### src/rtl/chan_550_pulse_writer.sv
`timescale 1ns/1ps
`default_nettype none
// ============================================================================
// Module   : chan_550_pulse_writer
// Purpose  : Timestamps pulse events, queues them in a FIFO, and writes each
//            one to the pulse BRAM as a two-word record.
// Revision : 1.0
// ============================================================================
module chan_550_pulse_writer #(
    parameter int ADDR_W    = 14,
    parameter int FIFO_LOG2 = 4
) (
    input  logic              user_clk,
    input  logic              user_rst,
    input  logic              run,
    input  logic              sync_in,
    input  logic              in_valid,
    input  logic [7:0]        in_ch,
    input  logic [15:0]       in_phase,
    input  logic [15:0]       in_base,
    output logic              bram_we,
    output logic [ADDR_W-1:0] bram_addr,
    output logic [31:0]       bram_data,
    output logic [31:0]       pulses_addr,
    output logic [15:0]       drop_count
);

    localparam int                  c_FIFO_DEPTH = 1 << FIFO_LOG2;
    localparam logic [FIFO_LOG2:0]  c_PTR_ONE    = (FIFO_LOG2+1)'(1);
    localparam logic [ADDR_W-1:0]   c_ADDR_ONE   = ADDR_W'(1);
    localparam logic [ADDR_W-1:0]   c_ADDR_TWO   = ADDR_W'(2);
    localparam logic [15:0]         c_DROP_MAX   = 16'hFFFF;

    typedef enum logic [1:0] {
        S_IDLE = 2'd0,
        S_WR0  = 2'd1,
        S_WR1  = 2'd2
    } state_t;

    state_t              r_state_q,       w_state_d;
    logic [23:0]         r_ts_q,          w_ts_d;
    logic [FIFO_LOG2:0]  r_wr_ptr_q,      w_wr_ptr_d;
    logic [FIFO_LOG2:0]  r_rd_ptr_q,      w_rd_ptr_d;
    logic [ADDR_W-1:0]   r_wa_q,          w_wa_d;
    logic [31:0]         r_word1_q,       w_word1_d;
    logic                r_bram_we_q,     w_bram_we_d;
    logic [ADDR_W-1:0]   r_bram_addr_q,   w_bram_addr_d;
    logic [31:0]         r_bram_data_q,   w_bram_data_d;
    logic [31:0]         r_pulses_addr_q, w_pulses_addr_d;
    logic [15:0]         r_drop_q,        w_drop_d;

    // Entry layout: {ch[63:56], ts[55:32], phase[31:16], base[15:0]}, so the
    // upper half is word0 and the lower half is word1.
    logic [63:0]         r_fifo_mem [c_FIFO_DEPTH];

    logic                w_fifo_empty;
    logic                w_fifo_full;
    logic [63:0]         w_head;
    logic                w_pop;
    logic                w_evt;
    logic                w_push;
    logic                w_drop;
    logic [ADDR_W-1:0]   w_wa_p1;
    logic [ADDR_W-1:0]   w_wa_p2;

    assign w_fifo_empty = (r_wr_ptr_q == r_rd_ptr_q);
    assign w_fifo_full  = (r_wr_ptr_q[FIFO_LOG2] != r_rd_ptr_q[FIFO_LOG2]) &&
                          (r_wr_ptr_q[FIFO_LOG2-1:0] == r_rd_ptr_q[FIFO_LOG2-1:0]);
    assign w_head       = r_fifo_mem[r_rd_ptr_q[FIFO_LOG2-1:0]];

    // The writer pulls a new record whenever it is free to start word0.
    assign w_pop   = !w_fifo_empty && ((r_state_q == S_IDLE) || (r_state_q == S_WR1));
    assign w_evt   = run && in_valid;
    assign w_push  = w_evt && (!w_fifo_full || w_pop);
    assign w_drop  = w_evt && !w_push;
    assign w_wa_p1 = r_wa_q + c_ADDR_ONE;
    assign w_wa_p2 = r_wa_q + c_ADDR_TWO;

    always_comb begin
        w_state_d       = r_state_q;
        w_ts_d          = sync_in ? 24'd0 : (r_ts_q + 24'd1);
        w_wr_ptr_d      = w_push ? (r_wr_ptr_q + c_PTR_ONE) : r_wr_ptr_q;
        w_rd_ptr_d      = w_pop  ? (r_rd_ptr_q + c_PTR_ONE) : r_rd_ptr_q;
        w_wa_d          = r_wa_q;
        w_word1_d       = r_word1_q;
        w_bram_we_d     = 1'b0;
        w_bram_addr_d   = r_bram_addr_q;
        w_bram_data_d   = r_bram_data_q;
        w_pulses_addr_d = r_pulses_addr_q;
        w_drop_d        = (w_drop && (r_drop_q != c_DROP_MAX)) ? (r_drop_q + 16'd1) : r_drop_q;

        case (r_state_q)
            S_IDLE: begin
                if (!w_fifo_empty) begin
                    w_state_d     = S_WR0;
                    w_bram_we_d   = 1'b1;
                    w_bram_addr_d = r_wa_q;
                    w_bram_data_d = w_head[63:32];
                    w_word1_d     = w_head[31:0];
                end
            end
            S_WR0: begin
                w_state_d     = S_WR1;
                w_bram_we_d   = 1'b1;
                w_bram_addr_d = w_wa_p1;
                w_bram_data_d = r_word1_q;
            end
            S_WR1: begin
                // Publish only now, after word1 has actually been strobed.
                w_pulses_addr_d = {{(32-ADDR_W){1'b0}}, w_wa_p1};
                w_wa_d          = w_wa_p2;
                if (!w_fifo_empty) begin
                    w_state_d     = S_WR0;
                    w_bram_we_d   = 1'b1;
                    w_bram_addr_d = w_wa_p2;
                    w_bram_data_d = w_head[63:32];
                    w_word1_d     = w_head[31:0];
                end else begin
                    w_state_d = S_IDLE;
                end
            end
            default: begin
                w_state_d = S_IDLE;
            end
        endcase
    end

    always_ff @(posedge user_clk) begin
        if (w_push) begin
            r_fifo_mem[r_wr_ptr_q[FIFO_LOG2-1:0]] <= {in_ch, r_ts_q, in_phase, in_base};
        end
    end

    always_ff @(posedge user_clk) begin
        if (user_rst) begin
            r_state_q       <= S_IDLE;
            r_ts_q          <= 24'd0;
            r_wr_ptr_q      <= '0;
            r_rd_ptr_q      <= '0;
            r_wa_q          <= '0;
            r_word1_q       <= 32'd0;
            r_bram_we_q     <= 1'b0;
            r_bram_addr_q   <= '0;
            r_bram_data_q   <= 32'd0;
            r_pulses_addr_q <= 32'd0;
            r_drop_q        <= 16'd0;
        end else begin
            r_state_q       <= w_state_d;
            r_ts_q          <= w_ts_d;
            r_wr_ptr_q      <= w_wr_ptr_d;
            r_rd_ptr_q      <= w_rd_ptr_d;
            r_wa_q          <= w_wa_d;
            r_word1_q       <= w_word1_d;
            r_bram_we_q     <= w_bram_we_d;
            r_bram_addr_q   <= w_bram_addr_d;
            r_bram_data_q   <= w_bram_data_d;
            r_pulses_addr_q <= w_pulses_addr_d;
            r_drop_q        <= w_drop_d;
        end
    end

    assign bram_we     = r_bram_we_q;
    assign bram_addr   = r_bram_addr_q;
    assign bram_data   = r_bram_data_q;
    assign pulses_addr = r_pulses_addr_q;
    assign drop_count  = r_drop_q;

endmodule
`default_nettype wire
### config.mk
export PLATFORM = sky130hd
export DESIGN_NAME = chan_550_pulse_writer
export DESIGN_NICKNAME = d
export VERILOG_FILES = /design/src/rtl/chan_550_pulse_writer.sv
export SDC_FILE = /design/constraint.sdc
export NUM_CORES = 1
export LEC_CHECK = 0
export BUFFER_PORTS_ARGS = -buffer_cell sky130_fd_sc_hd__buf_4
export CAP_MARGIN = 25
export CORE_MARGIN = 5
export CORE_UTILIZATION = 40
export CTS_BUF_LIST = sky130_fd_sc_hd__clkbuf_8 sky130_fd_sc_hd__clkbuf_16
export DETAILED_ROUTE_END_ITERATION = 7
export GPL_TIMING_DRIVEN = 0
export REMOVE_ABC_BUFFERS = 1
export SLEW_MARGIN = 25
export SYNTH_ARGS = -nofsm -noshare
export SYNTH_HDL_FRONTEND = slang
export SYNTH_SLANG_ARGS = --single-unit
### constraint.sdc
create_clock -name user_clk -period 8.8 [get_ports user_clk]
set_clock_uncertainty 0.15 [all_clocks]
set_input_delay 1.76 -clock user_clk [delete_from_list [all_inputs] [get_ports user_clk]]
set_output_delay 1.76 -clock user_clk [all_outputs]
set_load 0.02 [all_outputs]
# ---- Word-level counts from Yosys, hierarchy flattened
# Memory sizes are Yosys's and may differ from the RTL's. A register that Yosys moved wholly into a read port is not among the register bits.
# Cells that the tools add are included.
dict set report totals {
  reg_bits 159
  ram_bits 1024
  wordCells 61
  n_memories 1
}
dict set report classes {
  n_addsub 6
  eq_ne 9
  mux 14
  n_bitwise 1
  reduce_logical 19
}
# memory words width read_ports rd_clocked_by_memory_dff write_ports line
set mem_list {}
lappend mem_list {r_fifo_mem 16 64 1 1 1 54} ;# logic [63:0] r_fifo_mem [c_FIFO_DEPTH];
# cell n
set ops {}
lappend ops {{$pmux 32 s2} 1}
lappend ops {{$pmux 14 s3} 1}
lappend ops {{$mux 32} 1}
lappend ops {{$mux 14} 2}
lappend ops {{$add 24x1->24 const B} 1}
lappend ops {{$add 16x1->16 const B} 1}
lappend ops {{$ne 16x16->1 const B} 1}
lappend ops {{$add 14x1->14 const B} 1}
lappend ops {{$add 14x2->14 const B} 1}
lappend ops {{$add 5x1->5 const B} 2}
lappend ops {{$mux 4} 2}
lappend ops {{$logic_and 1x1->1} 6}
lappend ops {{$ne 2x2->1 const B} 3}
lappend ops {{$pmux 2 s3} 1}
lappend ops {{$eq 5x5->1} 1}
lappend ops {{$eq 4x4->1} 1}
lappend ops {{$mux 1} 4}
lappend ops {{$reduce_and 2->1} 2}
lappend ops {{$reduce_or 2->1} 2}
lappend ops {{$logic_not 1->1} 3}
lappend ops {{$reduce_and 3->1} 1}
lappend ops {{$reduce_bool 3->1} 1}
lappend ops {{$eq 2x1->1 const B} 1}
lappend ops {{$eq 2x2->1 const B} 1}
lappend ops {{other kinds (7)} 8}

# ---- Depth between registers and ports, before layout
# Gate-level depths: netlist of the first run.
dict set report depth {
  word_depth 8
  depth_mapped 9
  depth_no_buf 7
}

# ---- Least setup slack after synthesis of the first run
# No wires, ideal clock.
dict set report synth_timing {
  path_kind {input -> register}
  from {input run}
  to {memory r_fifo_mem[3][0], enable pin}
  arrival_time_ns 6.562
  slack_ns 1.523
  cell_stages 4
  n_path_buf 0
  cell_sequence {nand2_1 > a21oi_2 > nand2_1 > nor3_1}
}
dict set report synth_via {
  elab_chain_len 4
}
# item line
set synth_rtl {}
lappend synth_rtl {{start: declaration} 15} ;# input logic run,
lappend synth_rtl {{$logic_and 1x1->1} 73} ;# assign w_evt = run && in_valid;
lappend synth_rtl {{$logic_and 1x1->1} 74} ;# assign w_push = w_evt && (!w_fifo_full || w_pop);
lappend synth_rtl {{$mux 1} 129} ;# if (w_push) begin
lappend synth_rtl {{$mux 1 (implied by the code)} 130} ;# r_fifo_mem[r_wr_ptr_q[FIFO_LOG2-1:0]] <= {in_ch, r_ts_q, in_phase, in_base};
lappend synth_rtl {{end: declaration} 54}
# Every way passes these cells.

# ---- Worst setup path after layout of the first run
dict set report layout_timing {
  from {register r_state_q[0]}
  to {memory r_fifo_mem[3][3], enable pin}
}
dict set report layout_via {
  elab_chain_len 7
  word_cells_on_any_way 8
}
# item line
set layout_rtl {}
lappend layout_rtl {{start: declaration} 40} ;# state_t r_state_q, w_state_d;
lappend layout_rtl {{start signal: assignment} 148} ;# r_state_q <= w_state_d;
lappend layout_rtl {{$eq 2x2->1 / $logic_not 2->1 (equally long branches)} 72} ;# assign w_pop = !w_fifo_empty && ((r_state_q == S_IDLE) || (r_state_q == S_WR1));
lappend layout_rtl {{$logic_or 1x1->1 *} 72}
lappend layout_rtl {{$logic_and 1x1->1 *} 72}
lappend layout_rtl {{$logic_or 1x1->1 *} 74}
lappend layout_rtl {{$logic_and 1x1->1 *} 74}
lappend layout_rtl {{$mux 1 *} 129}
lappend layout_rtl {{$mux 1 (implied by the code) *} 130}
# Mark *: on every way between the ends. The rest lies on a longest branch, timed or not.

==> flow_summary.toml, run 1 <==
[outcome]
run_status = "complete, no violations"

[floorplanning]
die_height_um = 346
initial_util = 0.402
fp-row-count = 123
die_area_mm2 = 0.120
pin_count = 140
core-area_mm2 = 0.112
fp.dieW_um = 346

[final_layout]
final.fill_count = 9202
num-nets-final = 2616
layout_overhead_on_the_synthesized_area_pct = 18.2
post_route_cells_drive_above_1_share = 0.256
antenna-diode-count = 0
layout.cell_area.non_filler_mm2 = 0.0535

[setup_path]
critical_path_source = "r_state_q[0]$_SDFFE_PP0P_"
worst-setup-path-type = "flip-flop to flip-flop"
critPathMostFrequentCell = "sky130_fd_sc_hd__buf_4"
critPathCaptureType = "flip-flop"
worst-path-max-fanout = 24
worst-endpoint-required_ps = 9040
startpoint_type = "flip-flop"
arrival_ps = 4540
timing.critical_path.slowest_cell_delay_ps = 710
max_stage_delay_cell_worst_path = "sky130_fd_sc_hd__a21oi_2"
worstPathCellList = "inv_1, ha_2, or2_2, nor2_1, a21oi_2, nand2_1, nor3_2, buf_4, buf_4, buf_6, buf_4"
reg2reg_from = "r_state_q[0]$_SDFFE_PP0P_"

[yosys]
async_reset_ff_frac = 0
synth_seq_area_share = 0.751
flip_flop_and_latch_count_after_synthesis = 1186
netlist_instances = 2369
netlist-cell-type-count = 47
synth_top_family_by_area = "multiplexers"
synth_flop_cell = "sky130_fd_sc_hd__edfxtp_1"
count_of_flip_flops_with_a_built_in_enable_after_synthesis = 1024
area_fraction_in_and_or_nand_and_nor_cells_after_synthesis = 0.0398
synth.area.mux_share = 0.139
synth_adder_area_share = 0.00359
ys_warn_count = 0
yosys.area_share.xor_xnor = 0.00945
syn_area_mm2 = 0.0453
synth_compound_gate_area_share = 0.0393
syn_avg_cell_area_um2 = 19.1

[route]
detailedRoute.firstPassIterationCount = 7
route.detailed.drc = 0
drt-vias-per-instance = 5.63
average_wire_per_standard_cell_um = 26.1
initialDrtViolationCount = 2362
antenna_violating_nets_post_route = 0
via_count = 23423
drt_wl_total_mm = 109

[timing]
fin_tns_setup_ps = 0
max_freq_mhz = 233
report.final.hold_viol_count = 0
grt_setup_unrepaired = "no"
post-route-min-period_ps = 4300
finalCritPeriodShare = 0.488
final-max-slew-violation-count = 0
report.final.setup_viol = 0
max_slew.worst_pin.slew_ps = 846
maxSlewHeadroom = 0.436

[clock_tree]
clk-insertion-delay-late_ps = 690
h-tree-depth = 3
cts_root_buf = "sky130_fd_sc_hd__clkbuf_16"
total_number_of_clock_tree_sinks = 1186
cts_repair_resize_count = 0
cts_hold_repair.buffers = 0
number_of_buffers_added_by_the_clock_tree_synthesis_step = 119
cts.repair_timing.setup_buffer_count = 0
clock_pin_slew_of_the_registers_on_the_worst_case_setup_and_hold_paths_ps = 70
clock_tree.buffer_depth = 3
clock_tree_from_tritoncts = "built"

[place]
dpl.hpwl_mm = 63.5
port_buffers = 121
placed_inst_area_mm2 = 0.0495
gpl_wtd_cong = 0.767

[grt]
first_global_vias = 24178
grt_remaining_overflow = 0
pin_count_of_the_biggest_net_entering_global_routing = 85
grt.total_usage = 0.178
number_of_antenna_violations_at_the_first_check_in_global_routing = 0
grt_pass1_wl_mm = 162

[hold_path]
worst_hold_path_type = "flip-flop to flip-flop"
timing.hold.worst.start = "bram_addr[0]$_SDFFE_PP0P_"

[pwr]
power-per-cell-area_mw_per_mm2 = 264
ir_worst_vdd_v = 0.000168
p_leak_nw = 16.9

[run]
cap_violations = 0
-- layer usage --
metal	GRT usage	wire [um]
met5	0	0
met4	0.0405	2260
met3	0.0294	7880
met2	0.286	51800
met1	0.259	46700
-- power breakdown --
part	internal (mW)	switching [mW]	leakage, nW
Sequential	6.25	0.143	10.4
Combinational	1.29	1.43	4.39
Clock	2.94	2.08	2.11
Total	10.5	3.65	16.9
-- Yosys cell counts, types with 11 or more instances --
library cell / number / area [um^2]
sky130_fd_sc_hd__ha_1: 13 / 163
sky130_fd_sc_hd__a21oi_1: 56 / 280
sky130_fd_sc_hd__dfxtp_1: 162 / 3240
sky130_fd_sc_hd__mux4_2: 256 / 5770
sky130_fd_sc_hd__nand2_1: 64 / 240
sky130_fd_sc_hd__and3_1: 20 / 125
sky130_fd_sc_hd__nor2_1: 151 / 567
sky130_fd_sc_hd__a211oi_1: 36 / 270
sky130_fd_sc_hd__buf_4: 23 / 173
sky130_fd_sc_hd__xor2_1: 23 / 201
sky130_fd_sc_hd__or3_1: 11 / 68.8
sky130_fd_sc_hd__edfxtp_1: 1024 / 30700
sky130_fd_sc_hd__xnor2_1: 24 / 210
sky130_fd_sc_hd__mux2i_1: 51 / 510
sky130_fd_sc_hd__nand4_1: 20 / 125
sky130_fd_sc_hd__clkbuf_1: 86 / 323
sky130_fd_sc_hd__nor3_1: 50 / 250
sky130_fd_sc_hd__buf_2: 40 / 200
sky130_fd_sc_hd__o21ai_0: 15 / 75.1
sky130_fd_sc_hd__a22oi_1: 129 / 968
sky130_fd_sc_hd__buf_1: 13 / 48.8
sky130_fd_sc_hd__nand3_1: 25 / 125
-- worst max-delay path, delay by kind of cell, from the launching register on --
kind / cells / cell delay, ps
flops: 1 / 390
simple gates: 4 / 1140
compound gates: 1 / 710
buf+inv: 5 / 1030
fa+ha+maj: 1 / 550
-- flip-flops by register name, indices dropped and copies added (netlist names), named ones only --
signal       count
r_fifo_mem    1024
r_ts_q          24
bram_we          1
drop_count      16
r_wr_ptr_q       5
bram_data       32
r_state_q        2
pulses_addr     14
r_rd_ptr_q       5
r_wa_q          13
bram_addr       14
r_word1_q       32
-- placed cells by master (no fill, tap or decap), types with 14 or more instances in the layout --
master / netlist / routed
sky130_fd_sc_hd__xnor2_1: 24 / 24
sky130_fd_sc_hd__nand3_1: 25 / 25
sky130_fd_sc_hd__clkbuf_8: 0 / 22
sky130_fd_sc_hd__buf_4: 23 / 131
sky130_fd_sc_hd__o21ai_0: 15 / 15
sky130_fd_sc_hd__a211oi_1: 36 / 36
sky130_fd_sc_hd__nor2_1: 151 / 149
sky130_fd_sc_hd__a22oi_1: 129 / 128
sky130_fd_sc_hd__buf_12: 0 / 27
sky130_fd_sc_hd__clkbuf_16: 0 / 125
sky130_fd_sc_hd__nor3_1: 50 / 49
sky130_fd_sc_hd__a21oi_1: 56 / 55
sky130_fd_sc_hd__xor2_1: 23 / 23
sky130_fd_sc_hd__buf_16: 0 / 46
sky130_fd_sc_hd__edfxtp_1: 1024 / 1024
sky130_fd_sc_hd__nand2_1: 64 / 64
sky130_fd_sc_hd__inv_1: 9 / 48
sky130_fd_sc_hd__mux2i_1: 51 / 51
sky130_fd_sc_hd__and3_4: 0 / 14
sky130_fd_sc_hd__dfxtp_1: 162 / 160
sky130_fd_sc_hd__nand4_1: 20 / 20
sky130_fd_sc_hd__clkinv_2: 0 / 14
sky130_fd_sc_hd__mux4_2: 256 / 256
sky130_fd_sc_hd__conb_1: 1 / 18
-- area by class of cell --
| type | instances | area, um^2 | share of cell area |
|---|---|---|---|
| clock buffer | 147 | 3430 | 0.0641 |
| inverter | 9 | 33.8 | 0.000632 |
| timing repair buffer | 214 | 2910 | 0.0545 |
| tap | 1500 | 1880 | 0.0351 |
| multi-input combinational | 1028 | 10700 | 0.200 |
| sequential | 1186 | 34000 | 0.636 |
| clock inverter | 78 | 544 | 0.0102 |
-- worst paths after layout --
| kind | cells after the start | end | slack, ps |
|---|---|---|---|
| max | 11 | r_fifo_mem[3][3]$_DFFE_PP_ | 4500 |
| min | 2 | bram_addr[0]$_SDFFE_PP0P_ | 310 |
| max reg2reg | 11 | r_fifo_mem[3][3]$_DFFE_PP_ | 4500 |
| min reg2reg | 2 | bram_addr[0]$_SDFFE_PP0P_ | 310 |
-- cells by family (layout without fill, tap and decap cells) --
kind of cell    Yosys count  count (layout)
flops                  1186            1186
simple gates            381             381
buf+inv                 172             448
fa+ha+maj                13              13
mux                     310             310
other cells               1              18
xor+xnor                 48              48
compound gates          258             258
-- through the flow --
stage,instances,hold WS (ps),utilization,power (mW),setup WS (ps)
after global routing,4162,345,0.475,14.7,4290
after global placement,3844,297,0.421,9.94,-8960
after detailed placement,3936,303,0.440,9.27,4100
after CTS,4161,309,0.475,14.3,4500
final,4162,309,0.475,14.1,4500
after floorplan,2223,311,-,8.70,-3300
No activity file was read; power rests on OpenSTA's default activity.
==> run 2, diff against run 1 <==
- ABC_AREA: unset -> 1
- clock period: 8.8 -> 4.2 ns (I/O delays scaled with it)
==> flow_summary.toml, run 2 <==
[outcome]
run_status = "complete, no violations"

[pwr]
ir_worst_vdd_v = 0.000398
p_leak_nw = 20.7
total_power_mw = 31.7
power-per-cell-area_mw_per_mm2 = 553

[setup_path]
reg2reg_from = "r_state_q[0]$_SDFFE_PP0P_"
worst-endpoint-required_ps = 4450
arrival_ps = 4240
critical_path.n_buffers_inverters = 4
worst-path-max-fanout = 39
worst_path_dominant_cell_family = "simple AND/OR/NAND/NOR gates"
startpoint_type = "flip-flop"
timing.critical_path.slowest_cell_delay_ps = 660
max_stage_delay_cell_worst_path = "sky130_fd_sc_hd__nor2_4"
worstPathCellList = "inv_1, ha_4, or2_4, nor2_1, nand3_2, nand2_2, inv_1, nand2_1, nor2_4, buf_12, buf_16"
critPathMostFrequentCell = "sky130_fd_sc_hd__inv_1"
critical_path_source = "r_state_q[0]$_SDFFE_PP0P_"
critPathCaptureType = "flip-flop"
rr_worst_depth = 11
ff2ff_setup_slack_ps = 210
worst-setup-path-type = "flip-flop to flip-flop"
worst-path-stages = 11

[run]
cap_violations = 0

[clock_tree]
total_number_of_clock_tree_sinks = 1186
clk-insertion-delay-late_ps = 710
cts_root_buf = "sky130_fd_sc_hd__clkbuf_16"
clock_pin_slew_of_the_registers_on_the_worst_case_setup_and_hold_paths_ps = 60
number_of_buffers_added_by_the_clock_tree_synthesis_step = 118
h-tree-depth = 3
clock_tree_from_tritoncts = "built"
clock_tree.buffer_depth = 3

[yosys]
synth_top_area_share = 0.631
syn_area_mm2 = 0.0487
synth_most_common_cell = "sky130_fd_sc_hd__edfxtp_1"
synth_adder_area_share = 0.00334
synth.area.top_cells = "sky130_fd_sc_hd__edfxtp_1 (63%), sky130_fd_sc_hd__dfxtp_1 (6.7%), sky130_fd_sc_hd__nand2_1 (5.4%)"
syn_avg_cell_area_um2 = 11.1
yosys.area_share.xor_xnor = 0.00413
synth.area.mux_share = 0
flip_flop_and_latch_count_after_synthesis = 1186
area_fraction_in_and_or_nand_and_nor_cells_after_synthesis = 0.149
top_post_synthesis_cells_by_count = "sky130_fd_sc_hd__edfxtp_1 (1,024), sky130_fd_sc_hd__nand2_1 (707), sky130_fd_sc_hd__nor2_1 (622)"
netlist-cell-type-count = 39
synth_top_family_by_area = "simple AND/OR/NAND/NOR gates"
synth_compound_gate_area_share = 0.0892
post-synth-top-area-cell = "sky130_fd_sc_hd__edfxtp_1"
netlist_instances = 4392
ys_warn_count = 0
count_of_flip_flops_with_a_built_in_enable_after_synthesis = 1024
async_reset_ff_frac = 0
synth_seq_area_share = 0.697
synth_flop_cell = "sky130_fd_sc_hd__edfxtp_1"

[final_layout]
post_route_cells_drive_above_1_share = 0.108
final.fill_count = 10769
layout_overhead_on_the_synthesized_area_pct = 17.5
mostFrequentLayoutCells = "sky130_fd_sc_hd__edfxtp_1 (1,024), sky130_fd_sc_hd__nand2_1 (705), sky130_fd_sc_hd__nor2_1 (605)"
final_common_cell = "sky130_fd_sc_hd__edfxtp_1"
non_filler_cells_in_the_finished_layout = 6227
layout.cell_area.non_filler_mm2 = 0.0573
max_ffs_per_register = 1024
num-nets-final = 4554
final_util = 0.472

[hold_path]
worst_hold_path_type = "input port to flip-flop"
timing.hold.worst.start = "in_base[9]"
holdPathStages = 1

[route]
via_count = 32554
average_wire_per_standard_cell_um = 20.5
route.detailed.drc = 0
drt-vias-per-instance = 5.23
antenna_violating_nets_post_route = 0
detailedRoute.firstPassIterationCount = 5
initialDrtViolationCount = 2909
drt_wl_total_mm = 128

[floorplanning]
fp.dieW_um = 359
initial_util = 0.402
die_height_um = 359
pin_count = 140
core-area_mm2 = 0.121
fp-row-count = 128
die_area_mm2 = 0.129

[place]
placed_cells_incl_taps = 5984
dpl.hpwl_mm = 74.7
placed_inst_area_mm2 = 0.0532
port_buffers = 121
placement.setup.worst_slack_ps = -366
gpl_wtd_cong = 0.773

[timing]
post-route-min-period_ps = 3990
fin_tns_setup_ps = 0
max_freq_mhz = 251
final-max-slew-violation-count = 0
maxSlewHeadroom = 0.447
max_slew.worst_pin.slew_ps = 830
finalCritPeriodShare = 0.950
holdWs_ps = 273
grt_setup_unrepaired = "no"
setup_ws_ps = 211
report.final.setup_viol = 0
report.final.hold_viol_count = 0

[grt]
grt_pass1_wl_mm = 190
first_global_vias = 30777
pin_count_of_the_biggest_net_entering_global_routing = 116
grt_remaining_overflow = 0
number_of_antenna_violations_at_the_first_check_in_global_routing = 5
grt.total_usage = 0.190
run 2: cell types whose count changed after synthesis, sizes merged, moves of 172 or more:
| cell | previous run | this run |
|---|---|---|
| nor2 | 151 | 625 |
| nand3 | 26 | 392 |
| inv | 9 | 352 |
| mux4 | 256 | 0 |
| nand2 | 64 | 709 |
| o211ai | 0 | 172 |
| o21ai | 15 | 418 |
run 2: repair_timing:
item	4_1_cts	5_1_grt
pin swaps	2	6
setup endpoints to repair	184	108
cloned	0	1
resized for setup	1	0
hold buffers	0	0
buffers inserted	2	14
run 2: cells by family after synthesis:
| family | after synthesis |
|---|---|
| adder cells (fa/ha/maj) | 13 |
| XOR/XNOR | 23 |
| buffers and inverters | 632 |
| AO/OA/AOI/OAI | 763 |
| other | 1 |
| flip-flops | 1186 |
| AND/OR/NAND/NOR | 1774 |
run 2: power breakdown:
part | internal [mW] | switching [mW] | total, mW
Sequential | 13.2 | 0.386 | 13.5
Combinational | 2.46 | 5.18 | 7.64
Clock | 6.06 | 4.42 | 10.5
run 2: per-layer routing:
| layer | up-vias | share of wire | routed length [um] | global-route usage |
|---|---|---|---|---|
| li1 | 15363 | - | - | - |
| met1 | 15863 | 0.43 | 55400 | 0.258 |
| met2 | 1110 | 0.47 | 60500 | 0.318 |
| met3 | 216 | 0.067 | 8610 | 0.0277 |
| met4 | 2 | 0.026 | 3320 | 0.0584 |
| met5 | - | 0.00010 | 13 | 0 |
run 2: final timing paths:
path                            endpoint
max           r_fifo_mem[9][5]$_DFFE_PP_
min           r_fifo_mem[4][9]$_DFFE_PP_
max reg2reg   r_fifo_mem[9][5]$_DFFE_PP_
min reg2reg  pulses_addr[0]$_SDFFE_PP0P_
run 2: final cells by class:
| cell class | instances | area, um^2 | share of cell area |
|---|---|---|---|
| Antenna cell | 1 | 2.50 | 0.0000437 |
| Clock buffer | 140 | 3270 | 0.0571 |
| Clock inverter | 85 | 676 | 0.0118 |
| Inverter | 354 | 1360 | 0.0238 |
| Multi-Input combinational cell | 2592 | 12200 | 0.213 |
| Sequential cell | 1186 | 34000 | 0.594 |
| Tap cell | 1625 | 2030 | 0.0355 |
| Timing Repair Buffer | 244 | 3690 | 0.0645 |
